--- config.mk ---
export PLATFORM = sky130hd
export DESIGN_NAME = mem_port_arbiter
export DESIGN_NICKNAME = d
export VERILOG_FILES = /design/src/rtl/mem_arb_pkg.sv /design/src/rtl/mem_port_arbiter_sat_counter.sv /design/src/rtl/mem_port_arbiter.sv
export SDC_FILE = /design/constraint.sdc
export NUM_CORES = 1
export LEC_CHECK = 0
export CORE_MARGIN = 5
export CORE_UTILIZATION = 45
export CTS_CLUSTER_SIZE = 24
export DETAILED_ROUTE_END_ITERATION = 6
export PLACE_DENSITY = 0.86
export SLEW_MARGIN = 25
export SYNTH_ARGS = -nofsm -noshare
export SYNTH_HDL_FRONTEND = slang
export SYNTH_HIERARCHICAL = 1
export SYNTH_SLANG_ARGS = --single-unit
--- constraint.sdc ---
create_clock -name clk -period 9.6 [get_ports clk]
set_input_delay 1.92 -clock clk [delete_from_list [all_inputs] [get_ports clk]]
set_output_delay 1.92 -clock clk [all_outputs]
set_load 0.02 [all_outputs]
--- src/rtl/mem_arb_pkg.sv ---
// Shared types and grant selection for the fetch/data memory port arbiter.
package mem_arb_pkg;

    typedef enum logic [1:0] {
        ARB_IDLE   = 2'd0,
        ARB_BUSY_I = 2'd1,
        ARB_BUSY_D = 2'd2
    } arb_state_t;

    typedef enum logic {
        REQ_D = 1'b0,
        REQ_I = 1'b1
    } req_id_t;

    // Ties go to the favoured side; otherwise whoever is eligible wins.
    function automatic req_id_t next_grant(input logic dElig, input logic iElig,
                                           input req_id_t favoured);
        req_id_t winner;
        if (dElig && iElig) winner = favoured;
        else if (dElig)     winner = REQ_D;
        else                winner = REQ_I;
        return winner;
    endfunction

endpackage

--- src/rtl/mem_port_arbiter_sat_counter.sv ---
// Saturating up-counter with synchronous clear; used for the arbitration conflict count.
module sat_counter #(
    parameter int CNT_W = 16
) (
    input  logic             clk,
    input  logic             reset,
    input  logic             i_inc,
    input  logic             i_clr,
    output logic [CNT_W-1:0] o_cnt
);

    logic [CNT_W-1:0] r_cnt;

    always_ff @(posedge clk or posedge reset) begin
        if (reset)
            r_cnt <= '0;
        else if (i_clr)
            r_cnt <= '0;
        else if (i_inc && (r_cnt != {CNT_W{1'b1}}))
            r_cnt <= r_cnt + CNT_W'(1);
    end

    assign o_cnt = r_cnt;

endmodule

--- src/rtl/mem_port_arbiter.sv ---
// Arbitrates one single-ported memory between instruction fetch and the data stage.
// Define MEM_ARB_RR_EN for round-robin ties; default build gives data fixed priority.
module mem_port_arbiter
    import mem_arb_pkg::*;
#(
    parameter int ADDR_W = 32,
    parameter int DATA_W = 32,
    parameter int CNT_W  = 16
) (
    input  logic              clk,
    input  logic              reset,
    input  logic              i_if_req,
    input  logic [ADDR_W-1:0] i_if_addr,
    output logic [DATA_W-1:0] o_if_rdata,
    output logic              o_if_ack,
    input  logic              i_d_req,
    input  logic              i_d_we,
    input  logic [ADDR_W-1:0] i_d_addr,
    input  logic [DATA_W-1:0] i_d_wdata,
    output logic [DATA_W-1:0] o_d_rdata,
    output logic              o_d_ack,
    output logic              o_m_req,
    output logic              o_m_we,
    output logic [ADDR_W-1:0] o_m_addr,
    output logic [DATA_W-1:0] o_m_wdata,
    input  logic [DATA_W-1:0] i_m_rdata,
    input  logic              i_m_ready,
    output logic [CNT_W-1:0]  o_conflict_cnt
);

    arb_state_t        r_state;
    logic              r_mReq;
    logic              r_mWe;
    logic [ADDR_W-1:0] r_mAddr;
    logic [DATA_W-1:0] r_mWdata;
    logic              r_ifAck;
    logic              r_dAck;
    logic [DATA_W-1:0] r_ifRdata;
    logic [DATA_W-1:0] r_dRdata;

    logic    w_busy;
    logic    w_done;
    logic    w_arbitrate;
    logic    w_ifElig;
    logic    w_dElig;
    logic    w_anyElig;
    logic    w_conflict;
    req_id_t w_favoured;
    req_id_t w_winner;

`ifdef MEM_ARB_RR_EN
    req_id_t r_ptr;
    assign w_favoured = r_ptr;
`else
    assign w_favoured = REQ_D;
`endif

    // A side's request is stale while it is being completed or while its ack is out.
    always_comb begin
        w_busy      = (r_state != ARB_IDLE);
        w_done      = w_busy && i_m_ready;
        w_arbitrate = !w_busy || w_done;
        w_ifElig    = i_if_req && !r_ifAck && !(w_done && (r_state == ARB_BUSY_I));
        w_dElig     = i_d_req && !r_dAck && !(w_done && (r_state == ARB_BUSY_D));
        w_anyElig   = w_ifElig || w_dElig;
        w_winner    = next_grant(w_dElig, w_ifElig, w_favoured);
        w_conflict  = ((r_state == ARB_BUSY_I) && i_d_req)
                   || ((r_state == ARB_BUSY_D) && i_if_req)
                   || ((r_state == ARB_IDLE) && i_if_req && i_d_req);
    end

    always_ff @(posedge clk or posedge reset) begin
        if (reset) begin
            r_state   <= ARB_IDLE;
            r_mReq    <= 1'b0;
            r_mWe     <= 1'b0;
            r_mAddr   <= '0;
            r_mWdata  <= '0;
            r_ifAck   <= 1'b0;
            r_dAck    <= 1'b0;
            r_ifRdata <= '0;
            r_dRdata  <= '0;
`ifdef MEM_ARB_RR_EN
            r_ptr     <= REQ_D;
`endif
        end else begin
            r_ifAck <= w_done && (r_state == ARB_BUSY_I);
            r_dAck  <= w_done && (r_state == ARB_BUSY_D);
            if (w_done) begin
                if (r_state == ARB_BUSY_I) r_ifRdata <= i_m_rdata;
                else                       r_dRdata  <= i_m_rdata;
            end
            // Granting in the completion cycle keeps m_req high with no idle bubble.
            if (w_arbitrate) begin
                if (w_anyElig) begin
                    r_mReq <= 1'b1;
                    if (w_winner == REQ_D) begin
                        r_state  <= ARB_BUSY_D;
                        r_mWe    <= i_d_we;
                        r_mAddr  <= i_d_addr;
                        r_mWdata <= i_d_wdata;
                    end else begin
                        r_state  <= ARB_BUSY_I;
                        r_mWe    <= 1'b0;
                        r_mAddr  <= i_if_addr;
                        r_mWdata <= '0;
                    end
`ifdef MEM_ARB_RR_EN
                    r_ptr <= (w_winner == REQ_D) ? REQ_I : REQ_D;
`endif
                end else begin
                    r_state <= ARB_IDLE;
                    r_mReq  <= 1'b0;
                end
            end
        end
    end

    sat_counter #(
        .CNT_W (CNT_W)
    ) u_conflictCnt (
        .clk   (clk),
        .reset (reset),
        .i_inc (w_conflict),
        .i_clr (1'b0),
        .o_cnt (o_conflict_cnt)
    );

    assign o_m_req    = r_mReq;
    assign o_m_we     = r_mWe;
    assign o_m_addr   = r_mAddr;
    assign o_m_wdata  = r_mWdata;
    assign o_if_ack   = r_ifAck;
    assign o_d_ack    = r_dAck;
    assign o_if_rdata = r_ifRdata;
    assign o_d_rdata  = r_dRdata;

endmodule
# Word-level counts from Yosys, hierarchy flattened
# Index checks and enable logic that the tools add are counted.
[totals]
register_bits = 150
inputBits = 134
output_inout_bits = 148
wordCells = 50
[classes]
n_addsub = 1
n_eq_ne = 3
n_mux = 8
bitwise_logic = 1
n_reduce_logical = 27
[op_table]
columns = ["cell", "n"]
rows = [
  ["$mux W32", 2],
  ["$add A16 B1 Y16 const B", 1],
  ["$ne A16 B16 Y1 const B", 1],
  ["$logic_and A1 B1 Y1", 13],
  ["$reduce_and A2 Y1", 3],
  ["$logic_not A1 Y1", 5],
  ["$logic_or A1 B1 Y1", 4],
  ["$mux W1", 4],
  ["$mux W2", 2],
  ["$eq A2 B1 Y1 const B", 1],
  ["$eq A2 B2 Y1 const B", 1],
  ["$logic_not A2 Y1", 1],
  ["$reduce_bool A2 Y1", 1],
  ["$not A1 Y1", 1],
]

# Depth between registers and ports, before layout
# Gate-level depths: netlist of the first run.
[logic_depth]
ltp_word = 9
mapped_depth = 7
depth_no_buf = 6

# Modules after synthesis
# The synthesis of the first run kept the hierarchy.
[by_module_without_submodules]
columns = ["mod", "instances", "cells_each", "area_per_inst_um2", "seq_area_each_um2"]
rows = [
  ["mem_port_arbiter", 1, 378, 5296.3, 3353.2],
  ["sat_counter", 1, 101, 932.1, 400.4],
]

# Least setup slack after synthesis of the first run
# Ideal clock, no wire load.
[synth_path]
kind = "in2reg"
startpoint = "in i_if_req"
endpoint = "reg u_conflictCnt.r_cnt[13] (netlist: u_conflictCnt/o_cnt[13])"
setup_time_ps = 77
arrival_time_ps = 3408
required_time_ps = 9523
path_slack_ps = 6115
path_stages = 7
n_path_buf = 1
cell_sequence = "o22ai_1 -> a21oi_1 -> clkbuf_2 -> nand3_1 -> or4_4 -> or4_1 -> a21oi_1"
[synth_via]
elab_chain_len = 4
elab_cells_between_ends = 6
classes_between = "6 x reduce/logical"
[synth_lines]
columns = ["element", "line", "source"]
rows = [
  ["start: declaration", "mem_port_arbiter.sv:12", "input logic i_if_req,"],
  ["$logic_and A1 B1 Y1 (on tied branches)", "mem_port_arbiter.sv:68, mem_port_arbiter.sv:69", ""],
  ["$logic_or A1 B1 Y1 or $logic_and A1 B1 Y1 (tied branches)", "mem_port_arbiter.sv:68, mem_port_arbiter.sv:69", ""],
  ["$logic_or A1 B1 Y1 (*)", "mem_port_arbiter.sv:69", "|| ((r_state == ARB_IDLE) && i_if_req && i_d_req);"],
  ["via w_conflict", "mem_port_arbiter.sv:47", "logic w_conflict;"],
  ["$logic_and A1 B1 Y1 (*)", "mem_port_arbiter_sat_counter.sv:19", "else if (i_inc && (r_cnt != {CNT_W{1'b1}}))"],
  ["end signal: assignment", "mem_port_arbiter_sat_counter.sv:20", "r_cnt <= r_cnt + CNT_W'(1);"],
  ["end: declaration", "mem_port_arbiter_sat_counter.sv:12", "logic [CNT_W-1:0] r_cnt;"],
]
# The timed path passes the listed nets; every way through them passes the cells marked *.
# A chain may end at the register's enable or synchronous reset.

# Worst setup path in the final report of the first run
# Same ends and word-level chain as after synthesis.

==> results of run 1 <==
-- area by class of cell --
cell class	count	area [sq um]
fillers	912	3920
flip-flops and latches	150	3750
repair buffers	287	2860
multi-input cells	291	2280
clock buffers	20	457
well taps	180	225
clock inverters	12	190
inverters	6	27.5
-- per-stage QoR --
| stage | instance area [sq um] | utilization [%] | hold slack (ns) | power [W] | cells |
|---|---|---|---|---|---|
| 2_1_floorplan | 6230 | - | 0.571 | 0.00160 | 479 |
| 3_3_place_gp | 9150 | 66.7 | 0.481 | 0.00218 | 914 |
| 3_5_place_dp | 9150 | 66.7 | 0.486 | 0.00222 | 914 |
| 4_1_cts | 9800 | 71.4 | 0.503 | 0.00296 | 946 |
| 5_1_grt | 9800 | 71.4 | 0.509 | 0.00307 | 946 |
| 6_report | 9800 | 71.4 | 0.502 | 0.00293 | 946 |
-- routing by layer --
layer  track usage [%]  wire, microns  vias up  share of wire, %
met3              10.4           2020       40                11
met1              26.2           6740     2518                36
met4              7.99            410        0               2.2
met2              37.8           9300      244                50
met5                 0              0        -                 0
li1                  -              -     2320                 -
-- synth_stat cells, drive strengths merged --
| cell type | number |
|---|---|
| dfrtp | 150 |
| nand2b | 3 |
| nand3 | 40 |
| o31ai | 5 |
| ha | 1 |
| and3b | 1 |
| o21bai | 1 |
| o22ai | 1 |
| buf | 22 |
| clkbuf | 9 |
| nand4bb | 1 |
| o41ai | 2 |
| o21ba | 1 |
| o21ai | 39 |
| a22o | 33 |
| nor2b | 6 |
| mux2 | 66 |
| nand4 | 5 |
| and2 | 1 |
| dlygate4sd1 | 1 |
| nor3 | 4 |
| or3 | 7 |
| nand2 | 9 |
| nor4 | 3 |
| or3b | 1 |
| mux2i | 33 |
| a31oi | 1 |
| or4 | 8 |
| and4 | 1 |
| conb | 1 |
| a21oi | 13 |
| nor2 | 4 |
| inv | 6 |
-- worst max path at each step --
| stage | from | end | slack [ns] | cells after the start |
|---|---|---|---|---|
| floorplan | reset | o_d_ack$_DFF_PP0_ | 4.10 | 1 |
| global placement | i_m_ready | o_m_addr[25]$_DFFE_PP0P_ | 5.04 | 5 |
| detailed placement | i_m_ready | o_m_addr[19]$_DFFE_PP0P_ | 4.88 | 5 |
| CTS | i_m_ready | o_m_addr[19]$_DFFE_PP0P_ | 5.35 | 5 |
| global route | i_if_req | u_conflictCnt/o_cnt[13]$_DFFE_PP0P_ | 5.32 | 7 |
| finish | i_if_req | u_conflictCnt/o_cnt[13]$_DFFE_PP0P_ | 5.40 | 7 |
-- critical path, stage by stage --
cell and delay [ns]:
clkdlybuf4s50_1 0.48, o22ai_1 0.09, a21oi_1 0.59, nand3_1 0.34, or4_4 0.52, or4_1 0.43, a21oi_1 0.16
-- sequential cells by signal, summed over array words and instances, names as in the netlist, 2 cells and up --
| register | cells |
|---|---|
| o_d_rdata | 32 |
| o_if_rdata | 32 |
| o_m_addr | 32 |
| o_m_wdata | 32 |
| r_state | 2 |
| u_conflictCnt/o_cnt | 16 |
-- power by group --
group          leakage, nW  internal (W)  switching (W)
clock network        0.310      0.000454       0.000265
registers             1.86      0.000861       0.000138
logic                 2.01      0.000612       0.000603
total                 4.17       0.00193        0.00101
-- cells by family (layout without fill, tap and decap cells) --
kind of cell,count (synthesis),after routing,share of synthesized area [%]
adders and majority gates,1,1,0.201
and+or+nand+nor,94,94,8.78
DFF,150,150,60.3
buffers and inverters,38,325,3.27
other,1,1,0.0602
AOI/OAI and AO/OA,96,96,10.2
muxes,99,99,17.2
==> impl_metrics.json, run 1 <==
{
  "antenna_found_initial": 0,
  "syn_inst": 479,
  "core_area_sq_um": 13700,
  "track_usage_pct": 22.8,
  "worst_skew_pair.late_latency_ns": 0.41,
  "area_added_between_synthesis_and_finish_pct": 57.3,
  "via_per_inst": 5.41,
  "die_h_microns": 128,
  "timing.critical_path.to_type": "flop",
  "reg2reg_setup_slack_ns": 6.88,
  "die_width_microns": 128,
  "rows": 43,
  "place_congestion": 0.885,
  "number_of_global_route_vias_before_repair": 5507,
  "mean_cell_area_of_the_mapped_netlist_sq_um": 13.0,
  "overflow": 0,
  "fin_crit_sh_pct": 43.7,
  "run_status": "completed",
  "route.final.wire_length_microns": 18500,
  "arrival_ns": 4.53,
  "layout.cells.most_common_list": "clkdlybuf4s50_1 (281), dfrtp_1 (150), mux2_2 (66), nand3_1 (40)",
  "clock_tree.htree_level_count": 4,
  "drt_first_iter_violations": 288,
  "number_of_max_slew_violations_in_the_final_report": 0,
  "yosysTopAreaCellShare_pct": 60.3,
  "timing.final.ws_setup_ns": 5.40,
  "maxClockFrequency_mhz": 238,
  "pin_count": 282,
  "layout_min_cycle_time_ns": 4.20,
  "r2r-start": "r_state[0]$_DFFE_PP0P_",
  "slew_headroom_pct": 44.8,
  "crit_path_max_fanout": 8,
  "antenna_left": 0,
  "largest_net_degree_at_the_start_of_global_routing": 69,
  "number_of_nets_in_the_finished_design": 888,
  "clock_edge_transition_at_the_registers_on_the_reported_setup_and_hold_paths_ns": 0.06,
  "drt_drc_violations_left": 0,
  "post_cts_hold_buffer_count": 0,
  "worst_slew_pin_slew_ns": 0.827,
  "nature_of_the_critical_path_startpoint": "input port",
  "min-delay-path-class": "flop to flop",
  "final_hold_viol_count": 0,
  "numPortBuffers": 281,
  "cts_resized": 0,
  "clock_path_buffers": 2,
  "setup_violations_final": 0,
  "antenna-diode-count": 0,
  "pre_cts_slack_ns": 4.88,
  "critPathKind": "input port to flop",
  "postSynthNetCount": 614,
  "setup_repair_after_global_routing_missed_its_margin": "no",
  "grt_pass1_wl_microns": 29200,
  "yosysWarningCount": 6,
  "synth.cell_area_sq_um": 6230,
  "tritoncts": "done",
  "r2r_end": "u_conflictCnt/o_cnt[13]$_DFFE_PP0P_",
  "post_route_cells_drive_above_1_share_pct": 14.8,
  "postCtsSetupBuffers": 0,
  "ranking_of_synthesized_cells_by_area": "dfrtp_1 (60%), mux2_2 (12%), mux2i_1 (5.3%)",
  "max_cap_violations": 0,
  "yosys.area.top_type": "dfrtp_1",
  "yosys_reg_bits": 150,
  "p_leak_nw": 4.17,
  "ys_types": 42,
  "numClockSinks": 150,
  "holdPathEnd": "o_m_req$_DFFE_PP0P_",
  "start_util_pct": 45.4,
  "post_drt_wl_per_cell_microns": 19.5,
  "final_common_cell": "clkdlybuf4s50_1",
  "detailroute.via_count": 5122,
  "holdPathStages": 2,
  "clockRootBuffer": "clkbuf_16",
  "power_density_nw_per_um2": 299,
  "place.detailed.hpwl_microns": 13400,
  "timing.critical_path.required_ns": 9.94,
  "clock-skew-final_ns": 0.00522,
  "first_pass_iteration_count_of_the_detailed_router": 5,
  "hold_wc_startpoint": "o_m_req$_DFFE_PP0P_",
  "worst_r2r_path_depth": 6,
  "area_of_the_die_sq_um": 16300,
  "ys_seq_area_share_pct": 60.3,
  "setup_total_negative_slack_ns": 0,
  "tritoncts.num_buffers": 17,
  "vdd_ir_drop_max_v": 0.000232
}
Note: power is estimated with default switching activity, not from simulation.
==> run 2: changes to the inputs <==
--- a/config.mk
+++ b/config.mk
@@ -6,10 +6,10 @@
 export NUM_CORES = 1
 export LEC_CHECK = 0
 export CORE_MARGIN = 5
-export CORE_UTILIZATION = 45
+export CORE_UTILIZATION = 42
 export CTS_CLUSTER_SIZE = 24
 export DETAILED_ROUTE_END_ITERATION = 6
-export PLACE_DENSITY = 0.86
+export PLACE_DENSITY = 0.81
 export SLEW_MARGIN = 25
 export SYNTH_ARGS = -nofsm -noshare
 export SYNTH_HDL_FRONTEND = slang
==> constraint.sdc (replaced) <==
create_clock -name clk -period 4.3 [get_ports clk]
set_input_delay 0.86 -clock clk [delete_from_list [all_inputs] [get_ports clk]]
set_output_delay 0.86 -clock clk [all_outputs]
set_load 0.02 [all_outputs]
==> run 2 against run 1 <==
- critical endpoint unchanged
- largest cell class unchanged
- sequential share of layout area grew 0.11 points
- highest routed layer unchanged
- power grew 120%
- clock power grew 110%
- utilization shrank 4.2 points
- largest power group unchanged
- routed wire length grew 0.93%
==> impl_metrics.json, run 2 (synthesis gave the netlist of run 1 again) <==
{
  "vdd_ir_drop_max_v": 0.000427,
  "clock_tree.htree_level_count": 4,
  "post_route_cells_drive_above_1_share_pct": 14.8,
  "placement.cell_area_sq_um": 9170,
  "clockRootBuffer": "clkbuf_16",
  "min-delay-path-class": "flop to flop",
  "post_drt_wl_per_cell_microns": 19.6,
  "via_per_inst": 5.35,
  "nFillCells": 1056,
  "route.final.wire_length_microns": 18600,
  "gr-max-usage-layer": "met2",
  "nature_of_the_critical_path_startpoint": "input port",
  "rows": 44,
  "number_of_max_slew_violations_in_the_final_report": 0,
  "setup_repair_after_global_routing_missed_its_margin": "no",
  "postCtsSetupBuffers": 0,
  "cts_resized": 0,
  "pin_count": 282,
  "number_of_global_route_vias_before_repair": 5455,
  "timing.final.ws_setup_ns": 1.28,
  "design_area_sq_um": 9770,
  "layout_min_cycle_time_ns": 3.02,
  "layout.cells.most_common_list": "clkdlybuf4s50_1 (281), dfrtp_1 (150), mux2_2 (66), nand3_1 (40)",
  "setup_total_negative_slack_ns": 0,
  "track_usage_pct": 21.3,
  "max_cap_violations": 0,
  "tritoncts.num_buffers": 17,
  "holdPathStages": 2,
  "crit_path_max_fanout": 8,
  "worst_r2r_path_depth": 6,
  "setup_violations_final": 0,
  "core_area_sq_um": 14500,
  "slew_headroom_pct": 48.6,
  "number_of_nets_in_the_finished_design": 889,
  "post_cts_hold_buffer_count": 0,
  "globalRouteMet3Util_pct": 8.40,
  "worst_skew_pair.late_latency_ns": 0.41,
  "drt_drc_violations_left": 0,
  "timing.critical_path.to_type": "flop",
  "clock_path_buffers": 2,
  "arrival_ns": 3.36,
  "grtUsageMet2_pct": 38.0,
  "antenna-diode-count": 0,
  "die_h_microns": 132,
  "final_common_cell": "clkdlybuf4s50_1",
  "final_hold_viol_count": 0,
  "met1_routing_resource_usage_after_global_routing_pct": 23.1,
  "detailroute.via_count": 5080,
  "pre_cts_slack_ns": 0.933,
  "run_status": "completed",
  "die_width_microns": 132,
  "clock_edge_transition_at_the_registers_on_the_reported_setup_and_hold_paths_ns": 0.06,
  "critPathKind": "input port to flop",
  "area_of_the_die_sq_um": 17400,
  "antenna_left": 0,
  "drt_first_iter_violations": 454,
  "first_pass_iteration_count_of_the_detailed_router": 7,
  "power_density_nw_per_um2": 659,
  "timing.critical_path.required_ns": 4.64,
  "start_util_pct": 42.9,
  "worst_slew_pin_slew_ns": 0.765,
  "overflow": 0,
  "maxClockFrequency_mhz": 331,
  "fin_crit_sh_pct": 70.3,
  "numClockSinks": 150,
  "place_congestion": 0.827,
  "numPortBuffers": 281,
  "area_added_between_synthesis_and_finish_pct": 56.8,
  "grt_pass1_wl_microns": 29900,
  "largest_net_degree_at_the_start_of_global_routing": 135,
  "p_leak_nw": 4.16,
  "place.detailed.hpwl_microns": 13500,
  "clock-skew-final_ns": 0.00575,
  "antenna_found_initial": 0,
  "tritoncts": "done"
}
run 2: worst max-delay path: stages:
cell and delay, ns:
clkdlybuf4s50_1 0.51, o22ai_1 0.10, a21oi_1 0.47, nand3_1 0.31, or4_4 0.52, or4_1 0.44
a21oi_1 0.15
run 2: final cells by class:
cell class	instances	area, sq um	share of cell area, %
multi-input cells	291	2280	23.4
repair buffers	288	2880	29.5
flip-flops and latches	150	3750	38.4
inverters	6	26.3	0.269
clock inverters	13	156	1.60
clock buffers	18	439	4.50
well taps	184	230	2.36
run 2: path summary, 6_finish.rpt:
check,to,start,slack [ns]
hold reg to reg,o_m_req$_DFFE_PP0P_,o_m_req$_DFFE_PP0P_,0.49
setup / recovery,u_conflictCnt/o_cnt[13]$_DFFE_PP0P_,i_if_req,1.28
max in group asynchronous,o_m_addr[19]$_DFFE_PP0P_,reset,2.67
min in group asynchronous,u_conflictCnt/o_cnt[2]$_DFFE_PP0P_,reset,0.93
setup reg to reg,u_conflictCnt/o_cnt[13]$_DFFE_PP0P_,r_state[0]$_DFFE_PP0P_,1.73
hold / removal,o_m_req$_DFFE_PP0P_,o_m_req$_DFFE_PP0P_,0.49
run 2: power by group:
part | internal (W) | total [W] | switching [W]
Sequential | 0.00192 | 0.00222 | 0.000294
Combinational | 0.00137 | 0.00273 | 0.00136
Clock | 0.000922 | 0.00149 | 0.000569
Total | 0.00421 | 0.00644 | 0.00222
run 2: metal layers:
| metal | wire length (microns) | vias up |
|---|---|---|
| met4 | 300 | 0 |
| li1 | - | 2316 |
| met2 | 9850 | 237 |
| met3 | 1730 | 24 |
| met5 | 0 | - |
| met1 | 6760 | 2503 |
run 2: through the flow:
step / std cells / power, W / hold slack (ns) / util, %
floorplan: 479 / 0.00356 / 0.571 / -
detailed placement: 919 / 0.00498 / 0.483 / 63.1
global placement: 919 / 0.00490 / 0.479 / 63.1
CTS: 950 / 0.00650 / 0.499 / 67.2
finish: 950 / 0.00644 / 0.492 / 67.2
global route: 950 / 0.00674 / 0.507 / 67.2
==> run 3: changes to the inputs <==
--- a/config.mk
+++ b/config.mk
@@ -6,10 +6,10 @@
 export NUM_CORES = 1
 export LEC_CHECK = 0
 export CORE_MARGIN = 5
-export CORE_UTILIZATION = 42
+export CORE_UTILIZATION = 38
 export CTS_CLUSTER_SIZE = 24
 export DETAILED_ROUTE_END_ITERATION = 6
-export PLACE_DENSITY = 0.81
+export PLACE_DENSITY = 0.77
 export SLEW_MARGIN = 25
 export SYNTH_ARGS = -nofsm -noshare
 export SYNTH_HDL_FRONTEND = slang
==> constraint.sdc (replaced) <==
create_clock -name clk -period 2.4 [get_ports clk]
set_input_delay 0.48 -clock clk [delete_from_list [all_inputs] [get_ports clk]]
set_output_delay 0.48 -clock clk [all_outputs]
set_load 0.02 [all_outputs]
==> run 3 against run 2 <==
- first-iteration DRC count shrank 50%
- routed wire length increased by 1.4%
- count of clock-buffer cells in the layout grew 1
- setup slack lost 1.0 ns
- sequential share of layout area decreased by 0.74 points
- critical path type unchanged
- largest cell class unchanged
- highest routed layer unchanged
==> impl_metrics.json, run 3 (synthesis gave the netlist of run 1 again) <==
{
  "grt_pass1_wl_microns": 30800,
  "placement.cell_area_sq_um": 9350,
  "crit_path_max_fanout": 5,
  "clock_tree.htree_level_count": 4,
  "detailroute.via_count": 5112,
  "post_route_cells_drive_above_1_share_pct": 16.0,
  "number_of_global_route_vias_before_repair": 5667,
  "maximum_cell_stage_delay_along_the_critical_path_ns": 0.49,
  "slew_headroom_pct": 54.7,
  "post-layout-total-power_w": 0.0116,
  "drt_first_iter_violations": 225,
  "arrival_ns": 2.48,
  "nature_of_the_critical_path_startpoint": "input port",
  "cts_resized": 0,
  "power_density_nw_per_um2": 1170,
  "timing.critical_path.to_type": "flop",
  "track_usage_pct": 19.9,
  "worst_skew_pair.late_latency_ns": 0.42,
  "post_cts_hold_buffer_count": 0,
  "crit_path_frequent_cell": "a21oi_1",
  "numPortBuffers": 281,
  "finish.cell_count_without_fillers": 993,
  "fin_crit_sh_pct": 89.5,
  "setup_violations_final": 0,
  "p_leak_nw": 4.23,
  "antenna_found_initial": 0,
  "start_util_pct": 38.9,
  "tritoncts.num_buffers": 17,
  "tritoncts": "done",
  "die_h_microns": 138,
  "area_added_between_synthesis_and_finish_pct": 59.9,
  "antenna-diode-count": 0,
  "clock_path_buffers": 2,
  "rows": 46,
  "numClockSinks": 150,
  "layout.cells.most_common_list": "clkdlybuf4s50_1 (281), dfrtp_1 (150), mux2_2 (66), nand3_1 (40)",
  "clockRootBuffer": "clkbuf_16",
  "worstPathCellList": "clkdlybuf4s50_1, o22ai_1, a21oi_1, nand3_1, or4_4, or4_1, a21oi_1",
  "antenna_left": 0,
  "overflow": 0,
  "critPathKind": "input port to flop",
  "layout_min_cycle_time_ns": 2.15,
  "clock-skew-final_ns": 0.00801,
  "place_congestion": 0.914,
  "number_of_max_slew_violations_in_the_final_report": 0,
  "vdd_ir_drop_max_v": 0.000851,
  "final_common_cell": "clkdlybuf4s50_1",
  "maxClockFrequency_mhz": 466,
  "worst_slew_pin_slew_ns": 0.679,
  "design_area_sq_um": 9960,
  "final_core_utilization_pct": 62.3,
  "critical_path.n_buffers_inverters": 1,
  "critical_path.slowest_cell": "clkdlybuf4s50_1",
  "run_status": "completed",
  "place.detailed.hpwl_microns": 14000,
  "drt_drc_violations_left": 0,
  "finalHoldWorstSlack_ns": 0.500,
  "min-delay-path-class": "flop to flop",
  "post-place-cells": 961,
  "core_area_sq_um": 16000,
  "clock_edge_transition_at_the_registers_on_the_reported_setup_and_hold_paths_ns": 0.06,
  "pin_count": 282,
  "timing.critical_path.max_delay_family": "simple AND/OR/NAND/NOR gates",
  "postCtsSetupBuffers": 0,
  "final_hold_viol_count": 0,
  "timing.critical_path.required_ns": 2.74,
  "post_drt_wl_per_cell_microns": 19.0,
  "setup_repair_after_global_routing_missed_its_margin": "no",
  "largest_net_degree_at_the_start_of_global_routing": 66,
  "first_pass_iteration_count_of_the_detailed_router": 5,
  "route.final.wire_length_microns": 18900,
  "die_width_microns": 138,
  "via_per_inst": 5.15,
  "max_cap_violations": 0,
  "number_of_nets_in_the_finished_design": 899,
  "area_of_the_die_sq_um": 19100
}
[run 3: cell count changes in the layout (fill, tap and decap cells not counted)]
cell        delta
clkinv_2       -5
clkinvlp_4     +1
bufinv_16      -1
buf_4          +5
buf_12         +5
clkinv_4       -1
inv_8          +2
inv_6          +4
clkbuf_8       +1
[run 3: layout make-up]
type	count	area [sq um]
fill	1235	6040
sequential	150	3750
timing repair buffer	298	3020
multi-input combinational	291	2280
clock buffer	19	453
tap	216	270
clock inverter	13	158
inverter	6	26.3
[run 3: report_power, final]
part | total (W) | internal (W) | switching (W)
clock | 0.00273 | 0.00162 | 0.00111
combinational | 0.00493 | 0.00250 | 0.00243
sequential | 0.00397 | 0.00344 | 0.000522
[run 3: path summary, 6_finish.rpt]
kind | startpoint | endpoint | cells after the start | slack (ns)
worst max-delay path | i_if_req | u_conflictCnt/o_cnt[13]$_DFFE_PP0P_ | 7 | 0.25
worst min register to register | o_m_addr[27]$_DFFE_PP0P_ | o_m_addr[27]$_DFFE_PP0P_ | 2 | 0.50
worst max register to register | r_state[0]$_DFFE_PP0P_ | u_conflictCnt/o_cnt[13]$_DFFE_PP0P_ | 6 | 0.31
min in group asynchronous | reset | r_state[1]$_DFFE_PP0P_ | 2 | 0.54
max in group asynchronous | reset | o_if_rdata[16]$_DFFE_PP0P_ | 3 | 1.25
worst min-delay path | o_m_addr[27]$_DFFE_PP0P_ | o_m_addr[27]$_DFFE_PP0P_ | 2 | 0.50
[run 3: metal layers]
layer / track usage [%] / wire length [microns]
met4: 7.28 / 483
met5: 0 / 0
met3: 8.41 / 1720
met2: 33.8 / 9520
met1: 22.3 / 7180
[run 3: worst min-delay path, delay by kind of cell (launching register included)]
kind	cells	cell delay, ns
compound gates	1	0.07
flops	1	0.34
simple gates	1	0.06
[run 3: metrics by stage]
step	setup TNS (ns)	worst slack [ns]
after CTS	0	0.271
after global routing	0	0.139
after floorplan	0	0.255
after global placement	-0.447	-0.177
after detailed placement	-0.835	-0.171
final	0	0.252
